**src/rtl/mm_tile_scheduler.sv**
```systemverilog
// mm_tile_scheduler: walks the output-tile grid of one matmul job in
// row-major order, issues one command per tile over valid/ready, caps the
// number of in-flight tiles, and pulses done once every tile has retired.

package dims;
  localparam int P_MATRIXSIZE_W = 24;

  typedef struct packed {
    logic [P_MATRIXSIZE_W-1:0] M1dN1;  // tile rows
    logic [P_MATRIXSIZE_W-1:0] M3dN2;  // tile cols
    logic [P_MATRIXSIZE_W-1:0] M2;     // inner length
  } dimensions;
endpackage

module mm_tile_scheduler #(
  parameter int N1                = 4,
  parameter int N2                = 4,
  parameter int P_MATRIXSIZE_W    = dims::P_MATRIXSIZE_W,
  parameter int P_MAX_OUTSTANDING = 4
) (
  input  logic                      clk,
  input  logic                      rst_n,
  input  logic                      start,
  input  dims::dimensions           dims_i,
  output logic                      busy,
  output logic                      done,
  output logic                      cmd_valid,
  input  logic                      cmd_ready,
  output logic [P_MATRIXSIZE_W-1:0] cmd_row,
  output logic [P_MATRIXSIZE_W-1:0] cmd_col,
  output logic [P_MATRIXSIZE_W-1:0] cmd_klen,
  output logic                      cmd_first,
  output logic                      cmd_last,
  input  logic                      tile_done,
  output logic [3:0]                outstanding,
  output logic                      err
);

  // Array geometry only sanity-checks the configuration; the outstanding
  // counter is 4 bits wide, so the limit must fit below 16.
  if (N1 < 1 || N2 < 1 || P_MAX_OUTSTANDING < 1 || P_MAX_OUTSTANDING > 15) begin : gBadParams
    $error("mm_tile_scheduler: illegal parameter set");
  end

  localparam logic [P_MATRIXSIZE_W-1:0] ONE    = P_MATRIXSIZE_W'(1);
  localparam logic [3:0]                OUTMAX = 4'(P_MAX_OUTSTANDING);

  typedef enum logic [1:0] {IDLE, ISSUE, DRAIN, DONE} stateT;

  stateT                     state, stateNext;
  logic [P_MATRIXSIZE_W-1:0] tileRows, tileCols, kLen;
  logic [P_MATRIXSIZE_W-1:0] row, col;
  logic                      cmdValidQ;
  logic [3:0]                outCnt, outNext;
  logic                      errQ;

  logic fire, colWrap, isLast, zeroJob, accept, spurious;

  assign fire     = cmdValidQ & cmd_ready;
  assign colWrap  = (col == tileCols - ONE);
  assign isLast   = (row == tileRows - ONE) && colWrap;
  assign zeroJob  = (dims_i.M1dN1 == '0) || (dims_i.M3dN2 == '0);
  assign accept   = (state == IDLE) && start;
  // A completion with nothing in flight (and no fire to pair it with) is bogus.
  assign spurious = tile_done && !fire && (outCnt == 4'd0);

  // In-flight count: a fire and a completion in the same cycle cancel out;
  // a spurious completion saturates at zero.
  always_comb begin
    outNext = outCnt;
    if (fire && !tile_done)
      outNext = outCnt + 4'd1;
    else if (!fire && tile_done && outCnt != 4'd0)
      outNext = outCnt - 4'd1;
  end

  // State register.
  always_ff @(posedge clk or negedge rst_n) begin
    if (!rst_n) state <= IDLE;
    else        state <= stateNext;
  end

  // Next-state logic; DRAIN looks at the post-update count so the last
  // completion reaches DONE on the following cycle.
  always_comb begin
    stateNext = state;
    unique case (state)
      IDLE:    if (start) stateNext = zeroJob ? DONE : ISSUE;
      ISSUE:   if (fire && isLast) stateNext = DRAIN;
      DRAIN:   if (outNext == 4'd0) stateNext = DONE;
      DONE:    stateNext = IDLE;
      default: stateNext = IDLE;
    endcase
  end

  // FSM outputs.
  always_comb begin
    busy = (state != IDLE);
    done = (state == DONE);
  end

  // Job descriptor, tile indices, command valid, in-flight count and error flag.
  always_ff @(posedge clk or negedge rst_n) begin
    if (!rst_n) begin
      tileRows  <= '0;
      tileCols  <= '0;
      kLen      <= '0;
      row       <= '0;
      col       <= '0;
      cmdValidQ <= 1'b0;
      outCnt    <= 4'd0;
      errQ      <= 1'b0;
    end else begin
      outCnt <= outNext;
      // A pending command holds until it fires; a new one is offered only
      // while the job is still issuing and the post-update count has room.
      cmdValidQ <= (stateNext == ISSUE) &&
                   ((cmdValidQ && !fire) || (outNext < OUTMAX));
      if (accept) begin
        tileRows <= P_MATRIXSIZE_W'(dims_i.M1dN1);
        tileCols <= P_MATRIXSIZE_W'(dims_i.M3dN2);
        kLen     <= P_MATRIXSIZE_W'(dims_i.M2);
        row      <= '0;
        col      <= '0;
      end else if (fire) begin
        if (colWrap) begin
          col <= '0;
          row <= row + ONE;
        end else begin
          col <= col + ONE;
        end
      end
      // A spurious completion wins over the clear from a same-cycle start.
      if (spurious)    errQ <= 1'b1;
      else if (accept) errQ <= 1'b0;
    end
  end

  assign cmd_valid   = cmdValidQ;
  assign cmd_row     = row;
  assign cmd_col     = col;
  assign cmd_klen    = kLen;
  assign cmd_first   = cmdValidQ && (row == '0) && (col == '0);
  assign cmd_last    = cmdValidQ && isLast;
  assign outstanding = outCnt;
  assign err         = errQ;

endmodule

```
**config.mk**
```make
export PLATFORM = sky130hd
export DESIGN_NAME = mm_tile_scheduler
export DESIGN_NICKNAME = d
export VERILOG_FILES = /design/src/rtl/mm_tile_scheduler.sv
export SDC_FILE = /design/constraint.sdc
export NUM_CORES = 1
export LEC_CHECK = 0
export CORE_ASPECT_RATIO = 0.9
export CORE_UTILIZATION = 54
export CTS_BUF_LIST = sky130_fd_sc_hd__clkbuf_8
export DETAILED_ROUTE_END_ITERATION = 6
export GPL_TIMING_DRIVEN = 0
export PLACE_DENSITY = 0.9
export SLEW_MARGIN = 20
export SYNTH_ARGS = -nofsm -noshare
export SYNTH_HDL_FRONTEND = slang
export SYNTH_SLANG_ARGS = --single-unit
```
**constraint.sdc**
```tcl
create_clock -name clk -period 4.55 [get_ports clk]
set_clock_uncertainty 0.1 [all_clocks]
set_input_delay 0.455 -clock clk [delete_from_list [all_inputs] [get_ports clk]]
set_output_delay 0.455 -clock clk [all_outputs]
set_load 0.01 [all_outputs]
```
==> flow_summary.json, run 1 <==
{
  "status": "finished, final reports clean",
  "pre_cts_ws_ns": -0.331,
  "gr-usage-met3_pct": 8.68,
  "finalNetCount": 1240,
  "rsz0062_at_grt": "false",
  "grtUsageTotal_pct": 33.5,
  "netlist_area_um2": 8040,
  "cts.sinks": 128,
  "start_util_pct": 56.4,
  "synth_edf_count": 0,
  "core_area_um2": 14300,
  "dp_hpwl_um": 18300,
  "clk_path_buf_depth": 2,
  "avgSynthCellArea_um2": 8.28,
  "async_flop_share_pct": 100,
  "post-route-drc-count": 0,
  "dieWidth_um": 131,
  "critical_path.max_fanout": 5,
  "synth.most_common_cell": "nand2_1",
  "cts_tree": "yes",
  "grt_overflow": 0,
  "path_clk_slew_ns": 0.08,
  "hold_violations": 0,
  "synth_nets": 1056,
  "antenna_found_initial": 0,
  "reg2reg_to": "cmd_row[19]",
  "end_kind": "output port",
  "power_mw": 5.12,
  "holdCritPathClass": "register to register",
  "setup_viol": 0,
  "period_minus_slack_ns": 4.13,
  "critical_path_required_ns": 3.99,
  "vias": 8247,
  "regToRegStartpoint": "tileCols[3]",
  "ir_drop_v": 0.000312,
  "wl_um": 24800,
  "ios": 159,
  "grt_pass1_vias": 7863,
  "maxSlewHeadroom_pct": 47.8,
  "r2r_cells": 9,
  "antennaDiodeCount": 0,
  "grt_util_met2_pct": 49.6,
  "max_cap_viol_count": 0,
  "ys_warn_count": 0,
  "root_buffer": "clkbuf_8",
  "worstPathArrival_ns": 3.58,
  "rrSetupSlack_ns": 0.72,
  "clock_latency_ns": 0.46,
  "rows": 41,
  "portBuffers": 158,
  "ys_top_cells_by_area": "dfrtp_1, nand2_1, xnor2_1, xor2_1, nor4_1",
  "fin_crit_sh_pct": 90.8,
  "yosysSeqAreaShare_pct": 39.8,
  "fin_util_pct": 73.0,
  "synth_ff_type": "dfrtp_1",
  "min_to": "cmd_klen[23]",
  "grt_pass1_wl_um": 39900,
  "synth_cell_types": 64,
  "drive_above_1_share_pct": 6.25,
  "die_h_um": 118,
  "post_drt_wl_per_cell_um": 18.2,
  "yosys-top-cells-count": "nand2_1, dfrtp_1, nor3_1",
  "yosysTopAreaCell": "dfrtp_1",
  "detail_route.iter0.violations": 882,
  "powerDensity_nw_per_um2": 492,
  "yosysTopAreaCellShare_pct": 39.8,
  "dr.pass1.iters": 5,
  "grt_max_degree": 72,
  "drv_slew": 0,
  "holdPathStages": 2,
  "crit_type": "register to output port",
  "routed_via_density": 6.06,
  "ctsHtreeMaxLevel": 4,
  "p_leak_nw": 4.46,
  "busiest_layer": "met2",
  "grt.met1_usage_pct": 46.5,
  "dieArea_um2": 15400,
  "tightest_slew_ns": 0.783,
  "syn_inst": 971,
  "ant_nets": 0,
  "ys_ff_latch": 128,
  "hold_start": "cmd_klen[23]",
  "globalplace.congestion": 0.925,
  "fmax_mhz": 242,
  "startpoint_type": "register",
  "syn_to_final_growth_pct": 29.4,
  "cts_buffers": 17,
  "setup_ws_ns": 0.418
}
-- layout by cell type (no fill, tap or decap), drive strengths merged, types with 4 or more instances in the layout --
cell type and count:
nand2 261, dfrtp 128, a21boi 5, and2 9, nand3 24, nor3 49, nand4 25, a211oi 6
nor2 38, a41o 7, o21ai 22, o311a 6, and3 13, ha 8, clkbuf 64, or3 7
xor2 37, inv 32, o31ai 13, or4 14, mux2i 18, and4 8, nand3b 5, o22ai 4
xnor2 37, buf 16, a21oi 17, nor4 50, a22oi 4, clkdlybuf4s50 156, nand2b 23, a31oi 6
clkinv 4, nor4b 4
-- critical path, cell delays in order (launching register included) --
cell and delay [ns]:
dfrtp_1 0.43, inv_1 0.10, ha_2 0.21, or4b_4 0.50
or4_4 0.55, or4_4 0.51, a21oi_1 0.16, nand3_1 0.13
nor3_2 0.19, and3_1 0.19, dlymetal6s2s_1 0.16
-- report_power, final --
| part | internal, mW | switching, mW | total (mW) |
|---|---|---|---|
| clock | 0.448 | 0.519 | 0.966 |
| sequential | 1.48 | 0.426 | 1.90 |
| combinational | 1.04 | 1.21 | 2.25 |
-- routing by layer --
metal  vias to the layer above  share of wire, %
met3                        58                11
met1                      3883                42
met4                         0               2.7
met5                         -                 0
li1                       3811                 -
met2                       495                45
-- how the worst max path moves through the flow --
stage	from	to	slack (ns)	cells after the start
floorplan	tileRows[0]	cmd_last	1.03	9
global placement	rst_n	tileRows[15]	-2.11	1
detailed placement	tileRows[0]	cmd_last	-0.33	10
CTS	tileCols[0]	cmd_last	0.008	10
global route	tileCols[0]	cmd_last	0.29	10
finish	tileCols[0]	cmd_last	0.42	10
-- layout make-up --
type                    instances  area, um^2
inverters                      24        90.1
clock inverters                15         150
clock buffers                  17         234
multi-input cells             763        4590
fillers                      1103        3860
repair buffers                165        1660
flip-flops and latches        128        3200
well taps                     193         241
plain buffers                  56         229
-- state kept, by name, indices dropped and copies added (netlist names) --
signal and count:
cmd_col 24, cmd_klen 24, cmd_row 24, cmd_valid 1, err 1, outstanding 4
state 2, tileCols 24, tileRows 24
-- through the flow --
stage	std cells	area, um^2	hold WS [ns]	setup TNS (ns)
CTS	1360	10400	0.382	0
global placement	1322	9860	0.358	-269.60
global route	1361	10400	0.403	0
detailed placement	1323	9900	0.303	-0.331
floorplan	971	8040	0.0594	0
finish	1361	10400	0.378	0
-- repair_timing --
item | CTS | global route
gates resized for setup | 7 | 6
pin swaps | 2 | 3
endpoints found under the setup margin | 1 | 1
buffers inserted | 4 | 1
endpoints found under the hold margin | 57 | 0
hold buffers | 1 | 0
-- cell families (layout without fill, tap and decap cells) --
logic type	count (synthesis)	after routing	share of synthesized area, %
and+or+nand+nor	546	546	33.8
DFF	128	128	39.8
AOI/OAI and AO/OA	114	114	10.3
buffers and inverters	80	277	3.97
xor gates and xnor gates	75	75	8.34
muxes	20	20	2.52
adders and majority gates	8	8	1.24
(Power assumes the default switching activity.)
==> inputs of run 2 (changes only) <==
--- a/config.mk
+++ b/config.mk
@@ -5,6 +5,7 @@
 export SDC_FILE = /design/constraint.sdc
 export NUM_CORES = 1
 export LEC_CHECK = 0
+export CAP_MARGIN = 20
 export CORE_ASPECT_RATIO = 0.9
 export CORE_UTILIZATION = 54
 export CTS_BUF_LIST = sky130_fd_sc_hd__clkbuf_8
==> results of run 2 <==
The final DEF is identical to that of run 1; final timing and power are the same.
